[src/rtl/mem_channel_controller_pkg.sv]
// Shared definitions for the multi-channel byte-serial memory controller:
// FSM states, access-size codes and the IO address window.
package mem_channel_controller_pkg;

  typedef enum logic [1:0] {
    ST_IDLE = 2'd0,
    ST_RD   = 2'd1,
    ST_WR   = 2'd2
  } state_e;

  localparam logic [1:0] SIZE_BYTE = 2'b00;
  localparam logic [1:0] SIZE_HALF = 2'b01;
  localparam logic [1:0] SIZE_WORD = 2'b10;
  localparam logic [1:0] IO_SPACE  = 2'b11;

  // Size code 2'b11 is treated as a word.
  function automatic logic [2:0] size_bytes(input logic [1:0] size);
    case (size)
      SIZE_BYTE: return 3'd1;
      SIZE_HALF: return 3'd2;
      default:   return 3'd4;
    endcase
  endfunction

  function automatic logic is_io(input logic [31:0] addr);
    return addr[17:16] == IO_SPACE;
  endfunction

endpackage

[src/rtl/mem_channel_controller_if.sv]
// Request channels plus the byte-serial RAM/IO bus. The master side is the
// requesters together with the RAM; the slave side is the controller.
interface mem_channel_controller_if #(
  parameter int NUM_CH = 3
);
  logic [NUM_CH-1:0]    chFlag;
  logic [NUM_CH-1:0]    chWrite;
  logic [2*NUM_CH-1:0]  chSize;
  logic [32*NUM_CH-1:0] chAddr;
  logic [32*NUM_CH-1:0] chData;
  logic [NUM_CH-1:0]    okFlag;
  logic [31:0]          dataOut;
  logic                 ramSelect;
  logic [31:0]          ramAddr;
  logic [7:0]           ramOut;
  logic [7:0]           ramIn;
  logic                 ioBufferFull;

  modport master (
    output chFlag, chWrite, chSize, chAddr, chData, ramIn, ioBufferFull,
    input  okFlag, dataOut, ramSelect, ramAddr, ramOut
  );

  modport slave (
    input  chFlag, chWrite, chSize, chAddr, chData, ramIn, ioBufferFull,
    output okFlag, dataOut, ramSelect, ramAddr, ramOut
  );
endinterface

[src/rtl/mem_channel_controller_rr_arbiter.sv]
// One-hot grant over NUM_CH requests, either fixed priority (lowest index)
// or round-robin starting from the supplied pointer.
module rr_arbiter #(
  parameter int NUM_CH   = 3,
  parameter int ARB_MODE = 1,
  parameter int IDX_W    = $clog2(NUM_CH)
) (
  input  logic [NUM_CH-1:0] req_i,
  input  logic [IDX_W-1:0]  ptr_i,
  output logic [NUM_CH-1:0] gnt_o,
  output logic [IDX_W-1:0]  gnt_idx_o,
  output logic              any_o
);
  logic [IDX_W-1:0] start;
  logic [IDX_W-1:0] ch;

  assign start = (ARB_MODE != 0) ? ptr_i : '0;

  // NOTE: every combinational output gets a default first so no path
  // leaves it unassigned and infers a latch.
  always_comb begin
    gnt_o     = '0;
    gnt_idx_o = '0;
    any_o     = 1'b0;
    ch        = '0;
    // Walk the search order backwards so the earliest requester is written last.
    for (int k = NUM_CH - 1; k >= 0; k--) begin
      ch = IDX_W'((int'(start) + k) % NUM_CH);
      if (req_i[ch]) begin
        gnt_o     = NUM_CH'(1) << ch;
        gnt_idx_o = ch;
        any_o     = 1'b1;
      end
    end
  end

endmodule

[src/rtl/mem_channel_controller.sv]
// Arbitrates NUM_CH requesters onto one byte-serial RAM/IO bus, serialising
// byte/half/word accesses, stalling IO writes and squashing flushed reads.
module mem_channel_controller
  import mem_channel_controller_pkg::*;
#(
  parameter int              NUM_CH     = 3,
  parameter int              ARB_MODE   = 1,
  parameter logic [NUM_CH-1:0] CLEAR_MASK = NUM_CH'(3'b110),
  parameter bit              IO_STALL   = 1'b1
) (
  input logic clockIn,
  input logic resetIn,
  input logic readyIn,
  input logic clearIn,
  mem_channel_controller_if.slave bus
);
  localparam int IDX_W = $clog2(NUM_CH);

  state_e            state_q;
  logic [2:0]        cyc_q;
  logic [2:0]        nbytes_q;
  logic [IDX_W-1:0]  gnt_idx_q;
  logic [IDX_W-1:0]  ptr_q;
  logic [31:0]       addr_q;
  logic [31:0]       data_q;
  logic [31:0]       buf_q;
  logic [NUM_CH-1:0] okFlag_q;
  logic [31:0]       dataOut_q;
  logic              ramSelect_q;
  logic [31:0]       ramAddr_q;
  logic [7:0]        ramOut_q;

  logic [NUM_CH-1:0] eligible, gnt;
  logic [IDX_W-1:0]  gnt_idx, next_ptr;
  logic              gnt_any;
  logic [31:0]       sel_addr, sel_data, cur_addr, cur_data, issue_addr, cap_word;
  logic [1:0]        sel_size, cap_lane;
  logic              sel_write, wr_stall;
  logic [2:0]        cur_c;
  logic [7:0]        wr_byte;

  // A flush makes killable reads invisible to arbitration on that edge.
  assign eligible = bus.chFlag & ~(clearIn ? (CLEAR_MASK & ~bus.chWrite) : '0);

  rr_arbiter #(.NUM_CH(NUM_CH), .ARB_MODE(ARB_MODE), .IDX_W(IDX_W)) u_arb (
    .req_i    (eligible),
    .ptr_i    (ptr_q),
    .gnt_o    (gnt),
    .gnt_idx_o(gnt_idx),
    .any_o    (gnt_any)
  );

  always_comb begin
    sel_addr  = '0;
    sel_data  = '0;
    sel_size  = '0;
    sel_write = 1'b0;
    for (int i = 0; i < NUM_CH; i++) begin
      if (gnt_idx == IDX_W'(i)) begin
        sel_addr  = bus.chAddr[i*32 +: 32];
        sel_data  = bus.chData[i*32 +: 32];
        sel_size  = bus.chSize[i*2 +: 2];
        sel_write = bus.chWrite[i];
      end
    end
  end

  // Byte 0 goes out on the grant edge itself, so IDLE issues from the live channel.
  assign cur_addr   = (state_q == ST_IDLE) ? sel_addr : addr_q;
  assign cur_data   = (state_q == ST_IDLE) ? sel_data : data_q;
  assign cur_c      = (state_q == ST_IDLE) ? 3'd0 : cyc_q;
  assign issue_addr = cur_addr + 32'(cur_c);
  assign wr_byte    = 8'(cur_data >> {cur_c[1:0], 3'b000});
  assign wr_stall   = IO_STALL && is_io(issue_addr) && bus.ioBufferFull;
  assign cap_lane   = 2'(cyc_q - 3'd2);
  assign cap_word   = buf_q | (32'(bus.ramIn) << {cap_lane, 3'b000});
  assign next_ptr   = (gnt_idx == IDX_W'(NUM_CH - 1)) ? '0 : gnt_idx + IDX_W'(1);

  // NOTE: all state uses non-blocking assignments so every register samples
  // pre-edge values regardless of statement order.
  always_ff @(posedge clockIn or negedge resetIn) begin
    if (!resetIn) begin
      state_q     <= ST_IDLE;
      cyc_q       <= '0;
      nbytes_q    <= '0;
      gnt_idx_q   <= '0;
      ptr_q       <= '0;
      addr_q      <= '0;
      data_q      <= '0;
      buf_q       <= '0;
      okFlag_q    <= '0;
      dataOut_q   <= '0;
      ramSelect_q <= 1'b0;
      ramAddr_q   <= '0;
      ramOut_q    <= '0;
    end else if (readyIn) begin
      okFlag_q <= '0;
      unique case (state_q)
        ST_IDLE: begin
          ramSelect_q <= 1'b0;
          ramAddr_q   <= '0;
          ramOut_q    <= '0;
          if (gnt_any) begin
            ptr_q     <= next_ptr;
            gnt_idx_q <= gnt_idx;
            addr_q    <= sel_addr;
            data_q    <= sel_data;
            nbytes_q  <= size_bytes(sel_size);
            buf_q     <= '0;
            if (!sel_write) begin
              state_q   <= ST_RD;
              cyc_q     <= 3'd1;
              ramAddr_q <= issue_addr;
            end else if (wr_stall) begin
              state_q <= ST_WR;
              cyc_q   <= 3'd0;
            end else begin
              ramSelect_q <= 1'b1;
              ramAddr_q   <= issue_addr;
              ramOut_q    <= wr_byte;
              if (size_bytes(sel_size) == 3'd1) begin
                okFlag_q <= gnt;
              end else begin
                state_q <= ST_WR;
                cyc_q   <= 3'd1;
              end
            end
          end
        end
        ST_WR: begin
          if (wr_stall) begin
            ramSelect_q <= 1'b0;
            ramAddr_q   <= '0;
            ramOut_q    <= '0;
          end else begin
            ramSelect_q <= 1'b1;
            ramAddr_q   <= issue_addr;
            ramOut_q    <= wr_byte;
            cyc_q       <= cyc_q + 3'd1;
            if (cyc_q == nbytes_q - 3'd1) begin
              okFlag_q <= NUM_CH'(1) << gnt_idx_q;
              state_q  <= ST_IDLE;
            end
          end
        end
        ST_RD: begin
          if (clearIn && CLEAR_MASK[gnt_idx_q]) begin
            state_q     <= ST_IDLE;
            ramSelect_q <= 1'b0;
            ramAddr_q   <= '0;
          end else begin
            // Once every byte is out, park the address so IO is not re-read.
            ramAddr_q <= (cyc_q < nbytes_q) ? issue_addr : '0;
            cyc_q     <= cyc_q + 3'd1;
            if (cyc_q >= 3'd2) buf_q <= cap_word;
            if (cyc_q == nbytes_q + 3'd1) begin
              okFlag_q  <= NUM_CH'(1) << gnt_idx_q;
              dataOut_q <= cap_word;
              state_q   <= ST_IDLE;
            end
          end
        end
        default: state_q <= ST_IDLE;
      endcase
    end
  end

  assign bus.okFlag    = okFlag_q;
  assign bus.dataOut   = dataOut_q;
  assign bus.ramSelect = ramSelect_q;
  assign bus.ramAddr   = ramAddr_q;
  assign bus.ramOut    = ramOut_q;

endmodule

[src/flat_wrapper.sv]
// flat-port wrapper written by rule: the top's interface ports become plain ports
module mem_channel_controller_flat import mem_channel_controller_pkg::*;
#(
  parameter int              NUM_CH     = 3,
  parameter int              ARB_MODE   = 1,
  parameter logic [NUM_CH-1:0] CLEAR_MASK = NUM_CH'(3'b110),
  parameter bit              IO_STALL   = 1'b1
)
  (clockIn, resetIn, readyIn, clearIn, bus_chFlag, bus_chWrite, bus_chSize, bus_chAddr, bus_chData, bus_ramIn, bus_ioBufferFull, bus_okFlag, bus_dataOut, bus_ramSelect, bus_ramAddr, bus_ramOut);
  mem_channel_controller_if #(.NUM_CH(NUM_CH)) bus_i ();
  input logic clockIn;
  input logic resetIn;
  input logic readyIn;
  input logic clearIn;
  input wire logic [$bits(bus_i.chFlag)-1:0] bus_chFlag;
  input wire logic [$bits(bus_i.chWrite)-1:0] bus_chWrite;
  input wire logic [$bits(bus_i.chSize)-1:0] bus_chSize;
  input wire logic [$bits(bus_i.chAddr)-1:0] bus_chAddr;
  input wire logic [$bits(bus_i.chData)-1:0] bus_chData;
  input wire logic [$bits(bus_i.ramIn)-1:0] bus_ramIn;
  input wire logic [$bits(bus_i.ioBufferFull)-1:0] bus_ioBufferFull;
  output wire logic [$bits(bus_i.okFlag)-1:0] bus_okFlag;
  output wire logic [$bits(bus_i.dataOut)-1:0] bus_dataOut;
  output wire logic [$bits(bus_i.ramSelect)-1:0] bus_ramSelect;
  output wire logic [$bits(bus_i.ramAddr)-1:0] bus_ramAddr;
  output wire logic [$bits(bus_i.ramOut)-1:0] bus_ramOut;
  assign bus_i.chFlag = bus_chFlag;
  assign bus_i.chWrite = bus_chWrite;
  assign bus_i.chSize = bus_chSize;
  assign bus_i.chAddr = bus_chAddr;
  assign bus_i.chData = bus_chData;
  assign bus_i.ramIn = bus_ramIn;
  assign bus_i.ioBufferFull = bus_ioBufferFull;
  assign bus_okFlag = bus_i.okFlag;
  assign bus_dataOut = bus_i.dataOut;
  assign bus_ramSelect = bus_i.ramSelect;
  assign bus_ramAddr = bus_i.ramAddr;
  assign bus_ramOut = bus_i.ramOut;
  mem_channel_controller #(.NUM_CH(NUM_CH), .ARB_MODE(ARB_MODE), .CLEAR_MASK(CLEAR_MASK), .IO_STALL(IO_STALL)) u_core (.clockIn(clockIn), .resetIn(resetIn), .readyIn(readyIn), .clearIn(clearIn), .bus(bus_i));
endmodule
[config.mk]
export PLATFORM = sky130hd
export DESIGN_NAME = mem_channel_controller_flat
export DESIGN_NICKNAME = d
export VERILOG_FILES = /design/src/rtl/mem_channel_controller_pkg.sv /design/src/rtl/mem_channel_controller_if.sv /design/src/rtl/mem_channel_controller_rr_arbiter.sv /design/src/rtl/mem_channel_controller.sv /design/src/flat_wrapper.sv
export SDC_FILE = /design/constraint.sdc
export NUM_CORES = 1
export LEC_CHECK = 0
export CORE_MARGIN = 5
export CORE_UTILIZATION = 40
export DETAILED_ROUTE_END_ITERATION = 8
export DONT_BUFFER_PORTS = 1
export SKIP_CTS_REPAIR_TIMING = 1
export SYNTH_ARGS = -nofsm -noshare
export SYNTH_HDL_FRONTEND = slang
export SYNTH_HIERARCHICAL = 1
export SYNTH_SLANG_ARGS = --single-unit
export TNS_END_PERCENT = 100
[constraint.sdc]
create_clock -name clockIn -period 7.9 [get_ports clockIn]
set_input_delay 0.79 -clock clockIn [delete_from_list [all_inputs] [get_ports clockIn]]
set_output_delay 0.79 -clock clockIn [all_outputs]
set_load 0.02 [all_outputs]
Word-level counts from Yosys, hierarchy flattened. Index checks and enable logic that the tools add are counted.

Flip-flop bits (word level): 184. Output and inout port bits: 76.

$add $sub $neg: 8. Div/mod/pow operators: 3. $lt $le $gt $ge: 6. Eq/ne operators: 17. Shift operators: 6. Mux-type cells: 84. Bitwise operators: 5. Reductions and logical operators: 16.

Operator list (number): 32-bit two-way mux (16); 32-bit one-hot mux with 3 select lines (1); 3-bit two-way mux (24); 32-bit by 3-bit modulo with 32-bit output, second input constant (2); 32-bit one-hot mux with 2 select lines (1); 32-bit by 3-bit adder with 32-bit output (1); 3-bit by 3-bit modulo with 32-bit output, second input constant (1); 32-bit bitwise OR (1); 8-bit by 5-bit left shift with 32-bit output (1); 32-bit by 5-bit >> shifter with 8-bit output (1); 2-bit two-way mux (15); 8-bit two-way mux (3); 3-bit one-hot mux with 3 select lines (2); 8-bit one-hot mux with 2 select lines (1); 1-bit two-way mux (14); 2-bit by 3-bit < comparator with 1-bit output, second input constant (4); 6-bit AND reduction (2); 1-bit by 2-bit left shift with 3-bit output, first input constant (4); 1-bit binary-select mux with 2-bit select (4); 2-bit by 1-bit inequality test with 1-bit output, second input constant (4); 3-bit by 1-bit adder with 3-bit output, second input constant (2); 2-bit by 1-bit == test with 1-bit output, second input constant (3); 2-bit == test, second input constant (3); 3-bit == test (2); other kinds (25) (33).

Logic depth before layout (Yosys ltp).
Word-level depth: 28. Depth in mapped cells: 29. Depth with buffers taken out: 21.

Cells and area by module. Netlist, hierarchy kept.

By module, submodules not included: mem_channel_controller (times used 1, cells each 1135, area each 10412.5 µm², seq. area each 4604.4 µm²); rr_arbiter (times used 1, cells each 47, area each 349.1 µm², seq. area each 0.0 µm²).

Least setup slack after synthesis. OpenSTA, ideal clock, no wires.

Path type: input to register. Start: input bus_chWrite[2]. End: register u_core.ramOut_q[1] (netlist: u_core/bus.ramOut[1]). Setup time: 92 ps. Arrival time: 6212 ps. Required time: 7808 ps. Slack: 1596 ps. Stages: 26. Path buffers: 8. Cells stage by stage: inv_1 > a21boi_0 > o211ai_1 > a2bb2oi_1 > o22ai_1 > clkbuf_1 > buf_2 > buf_1 > clkbuf_1 > clkbuf_1 > clkbuf_1 > nor2_1 > a21oi_1 > a21oi_1 > ha_1 > inv_1 > fa_1 > inv_1 > a21oi_1 > o31ai_1 > and4_1 > or2_1 > buf_2 > or3_1 > buf_4 > o31ai_2.

Cells in the longest elaborated chain, start to end: 21.

RTL lines: start, declared (line flat_wrapper.sv:16) `input wire logic [$bits(bus_i.chWrite)-1:0] bus_chWrite;`; 3-bit NOT (*) (line mem_channel_controller.sv:43) `assign eligible = bus.chFlag & ~(clearIn ? (CLEAR_MASK & ~bus.chWrite) : '0);`; 3-bit two-way mux (*) (line mem_channel_controller.sv:43); 3-bit NOT (*) (line mem_channel_controller.sv:43); 3-bit AND (*) (line mem_channel_controller.sv:43); net u_core.eligible[2] (line mem_channel_controller.sv:33) `logic [NUM_CH-1:0] eligible, gnt;`; 1-bit binary-select mux with 2-bit select (line mem_channel_controller_rr_arbiter.sv:29) `if (req_i[ch]) begin`; 1-bit two-way mux (not written as such) (line mem_channel_controller_rr_arbiter.sv:29); 2-bit two-way mux (2 in series) (line mem_channel_controller_rr_arbiter.sv:29); (+1 left out); net u_core.gnt_idx[1] (line mem_channel_controller.sv:34) `logic [IDX_W-1:0] gnt_idx, next_ptr;`; (+4 left out); 32-bit two-way mux (line mem_channel_controller.sv:69) `assign cur_addr = (state_q == ST_IDLE) ? sel_addr : addr_q;`; 32-bit by 3-bit adder with 32-bit output (line mem_channel_controller.sv:72) `assign issue_addr = cur_addr + 32'(cur_c);`; 2-bit == test (line mem_channel_controller_pkg.sv:26) `return addr[17:16] == IO_SPACE;`; 1-bit logical AND (line mem_channel_controller.sv:74) `assign wr_stall = IO_STALL && is_io(issue_addr) && bus.ioBufferFull;`; 8-bit two-way mux (line mem_channel_controller.sv:114, mem_channel_controller.sv:131); 8-bit two-way mux (line mem_channel_controller.sv:110) `if (!sel_write) begin`; 8-bit two-way mux (line mem_channel_controller.sv:103) `if (gnt_any) begin`; 8-bit one-hot mux with 2 select lines (*) (line mem_channel_controller.sv:98) `unique case (state_q)`; end signal, assigned (line mem_channel_controller.sv:120) `ramOut_q <= wr_byte;`; end signal, assigned (line mem_channel_controller.sv:138) `ramOut_q <= wr_byte;`; end, declared (line mem_channel_controller.sv:31) `logic [7:0] ramOut_q;`.

Mark *: on every way through the listed nets, which the timed path passes. The rest lies on a longest branch. The select of a mux whose other input is x is not followed. A chain may end at the register's enable or synchronous reset.

Final worst setup path.
Start: register u_core.ptr_q[1]. End: register u_core.state_q[0].

Cells in the longest elaborated chain, start to end: 21.

RTL lines: start, declared (line mem_channel_controller.sv:23) `logic [IDX_W-1:0] ptr_q;`; start signal, assigned (line mem_channel_controller.sv:104) `ptr_q <= next_ptr;`; 2-bit by 2-bit adder with 3-bit output (line mem_channel_controller_rr_arbiter.sv:28) `ch = IDX_W'((int'(start) + k) % NUM_CH);`; 32-bit by 3-bit modulo with 32-bit output (line mem_channel_controller_rr_arbiter.sv:28); 1-bit binary-select mux with 2-bit select (line mem_channel_controller_rr_arbiter.sv:29); 1-bit two-way mux (not written as such) (line mem_channel_controller_rr_arbiter.sv:29); 2-bit two-way mux (2 in series) (line mem_channel_controller_rr_arbiter.sv:29); 2-bit two-way mux (*) (line mem_channel_controller_rr_arbiter.sv:29); net u_core.gnt_idx[0] (line mem_channel_controller.sv:34); parallel branches: the longest is 14 deep, another holds 32-bit by 3-bit adder with 32-bit output; end signal, assigned (line mem_channel_controller.sv:111) `state_q <= ST_RD;`; end signal, assigned (line mem_channel_controller.sv:115) `state_q <= ST_WR;`; end signal, assigned (line mem_channel_controller.sv:124) `state_q <= ST_WR;`; end, declared (line mem_channel_controller.sv:19) `state_e state_q;`.

Mark *: on every way through the listed nets, which the timed path passes. The select of a mux whose other input is x is not followed.

==> results_dict.tcl <==
set metrics [dict create \
    combPwrFrac_pct 46.6 \
    drv_slew 0 \
    cp.required_ns 8.22 \
    rsz0062_at_grt "no" \
    path_clk_slew_ns 0.08 \
    vias_per_cell 5.65 \
    coreArea_um2 26700 \
    cts_tree "done" \
    slowest_delay_ns 0.74 \
    p_clk_share_pct 18.2 \
    syn-cell-area_um2 10800 \
    skew_ns 0.0200 \
    cpLargestDelayFamily "compound AO/OA/AOI/OAI gates" \
    detailed_place_hpwl_mm 21.7 \
    power_mw 4.92 \
    drt-initial-drc-count 534 \
    tightest_slew_ns 1.14 \
    synth-edff-count 0 \
    drc 0 \
    yosysTopAreaCell "dfrtp_1" \
    slew_headroom_pct 23.8 \
    swShare_pct 46.0 \
    status "finished clean" \
    dieArea_um2 30300 \
    hold_slack_ns 0.0351 \
    layout-drive-gt1-share_pct 8.18 \
    vias 8353 \
    firstDrtPassIters 5 \
    synthFlopType "dfrtp_1" \
    track_usage_pct 19.4 \
    switchingPower_mw 2.26 \
    crit_path_start "u_core/ptr_q[1]" \
    fp.dieH_um 174 \
    post-route-period-util_pct 74.8 \
    area_growth_pct 7.63 \
    grt_remaining_overflow 0 \
    setup_viol 0 \
    dieWidth_um 174 \
    p_int_mw 2.66 \
    io_pins 293 \
    hold_viol 0 \
    synth_nets 1422 \
    p_seq_share_pct 35.2 \
    crit_buf_inv 3 \
    antenna_cells 0 \
    synthCells 1182 \
    synth.distinct_cells 73 \
    path_cells "inv_1, ha_1, mux2i_1, o22ai_1, a21oi_2, a31o_4, buf_4, mux2i_1, a2bb2oi_1, or4_4, a21oi_2, buf_4, a41oi_2, nor3_1, a211o_1, mux2_1" \
    worst_path_max_delay_cell "nor3_1" \
    critPathKind "flip-flop to flip-flop" \
    final_nets 1364 \
    crit_path_start_kind "flip-flop" \
    cp.arrival_ns 6.23 \
    cp_max_fo 40 \
    avgSynthCellArea_um2 9.10 \
    totalWireLength_mm 29.9 \
    ant_nets 0 \
    cts_root_buf "clkbuf_16" \
    ctsLongestPathBuffers 2 \
    antenna_found_initial 0 \
    grt_first_pass_wirelength_mm 47.3 \
    synth_top_cell_area_share_pct 42.8 \
    final_cell_mix "dfrtp_1 (184), nand2_1 (142), a21oi_1 (125)" \
    min_path_type "input port to async pin" \
    row_count 60 \
    end_kind "flip-flop" \
    reg2reg_depth 16 \
    async_flop_share_pct 100 \
    synth_warnings 6 \
    r2r_end "u_core/state_q[0]" \
    power_leakage_nw 4.95 \
    clkSinkCount 184 \
    wl_per_cell_um 20.3 \
    ff2ff_setup_slack_ns 1.99 \
    portBuffers 0 \
    initial_core_util_pct 40.3 \
    power_density_nw_per_um2 425 \
    r2r_start "u_core/ptr_q[1]" \
    yosys-top-cells-area "dfrtp_1 (43%), mux2i_1 (7.9%), a21oi_1 (5.9%), nand2_1 (5.0%), o21ai_0 (4.9%)" \
    grt_pass1_vias 8295 \
    final_common_cell "dfrtp_1" \
    cts_max_level 4 \
    yosysSeqAreaShare_pct 42.8 \
    layout_min_cycle_time_ns 5.91 \
    grt_max_degree 185 \
    peakVddDrop_mv 0.181 \
    synth-seq-cells 184 \
    gp_congestion 0.790 \
    max_cap_viol_count 0 \
    numCtsBuffers 17 \
    clock_latency_ns 0.45 \
    setup_tns_ns 0 \
    clock.fmax_ghz 0.169 \
]
==> through the flow <==
| stage | utilization (%) | setup WS [ns] | instance area [µm²] | cells |
|---|---|---|---|---|
| floorplan | - | 1.60 | 10800 | 1182 |
| global placement | 40.9 | 2.03 | 10900 | 1445 |
| detailed placement | 40.9 | 1.85 | 10900 | 1445 |
| CTS | 43.3 | 2.08 | 11600 | 1477 |
| global route | 43.3 | 1.68 | 11600 | 1478 |
| finish | 43.3 | 1.99 | 11600 | 1478 |
==> power groups by stage <==
| stage | Sequential, mW | Clock (mW) | Combinational (mW) |
|---|---|---|---|
| floorplan | 1.65 | 0 | 1.84 |
| global placement | 1.75 | 0 | 2.26 |
| detailed placement | 1.76 | 0 | 2.31 |
| CTS | 1.74 | 0.926 | 2.31 |
| global route | 1.78 | 0.970 | 2.58 |
| finish | 1.73 | 0.896 | 2.29 |
==> flip-flops by register name, indices dropped and copies added (netlist names) <==
| register | count |
|---|---|
| u_core/cyc_q | 3 |
| u_core/gnt_idx_q | 2 |
| u_core/ptr_q | 2 |
| u_core/buf_q | 32 |
| u_core/data_q | 32 |
| u_core/addr_q | 32 |
| u_core/nbytes_q | 3 |
| u_core/state_q | 2 |
| u_core/bus.ramOut | 8 |
| u_core/bus.ramSelect | 1 |
| u_core/bus.ramAddr | 32 |
| u_core/bus.okFlag | 3 |
| u_core/bus.dataOut | 32 |
==> cell usage after synthesis, types with 3 or more instances <==
| cell type | instances |
|---|---|
| dfrtp_1 | 184 |
| nand2_1 | 143 |
| a21oi_1 | 126 |
| nor2_1 | 112 |
| o21ai_0 | 105 |
| mux2i_1 | 85 |
| clkbuf_1 | 50 |
| a22o_1 | 31 |
| inv_1 | 25 |
| ha_1 | 22 |
| mux2_2 | 22 |
| xnor2_1 | 21 |
| nor2b_1 | 20 |
| xor2_1 | 17 |
| a2bb2oi_1 | 14 |
| buf_1 | 14 |
| nand4_1 | 14 |
| a211oi_1 | 13 |
| buf_2 | 13 |
| nand3_1 | 12 |
| o2bb2ai_1 | 10 |
| a21o_1 | 9 |
| clkbuf_2 | 8 |
| nand2b_1 | 7 |
| a221oi_1 | 6 |
| nor3_1 | 6 |
| nand3b_1 | 5 |
| nor3b_1 | 5 |
| o31ai_2 | 5 |
| a31oi_1 | 4 |
| o22ai_1 | 4 |
| and2_1 | 3 |
| and4_1 | 3 |
| buf_4 | 3 |
| buf_6 | 3 |
| mux4_2 | 3 |
| o211ai_1 | 3 |
| o31ai_1 | 3 |
==> per-layer routing <==
layer	share of wire (%)	vias up	track usage, %
met4	1.4	0	4.92
met2	48	252	31.7
met1	46	3991	26.4
met3	5.3	26	4.20
li1	-	4084	-
met5	0	-	0
==> logic make-up (layout without fill, tap and decap cells) <==
group / Yosys count / count (layout) / synth area share [%]
simple gates: 347 / 347 / 14.5
fa+ha+maj: 23 / 23 / 2.74
buf+inv: 117 / 72 / 4.64
xor+xnor: 38 / 38 / 3.09
mux: 112 / 112 / 11.1
compound gates: 361 / 361 / 21.1
flops: 184 / 184 / 42.8
==> worst max-delay path by stage <==
| stage | endpoint | cells past startpoint |
|---|---|---|
| 3_3_place_gp | u_core/state_q[0] | 15 |
| 6_report | u_core/state_q[0] | 16 |
| 2_1_floorplan | u_core/bus.ramOut[1] | 26 |
| 4_1_cts | u_core/state_q[0] | 16 |
| 5_1_grt | u_core/state_q[0] | 15 |
| 3_5_place_dp | u_core/state_q[0] | 15 |
==> final cells by class <==
type | count | area [µm²]
clock buffers | 17 | 425
clock inverters | 15 | 209
fillers | 2647 | 15100
inverters | 26 | 97.6
multi-input cells | 881 | 5710
flip-flops and latches | 184 | 4600
well taps | 341 | 427
repair buffers | 14 | 108
No activity file was read; power rests on OpenSTA's default activity.
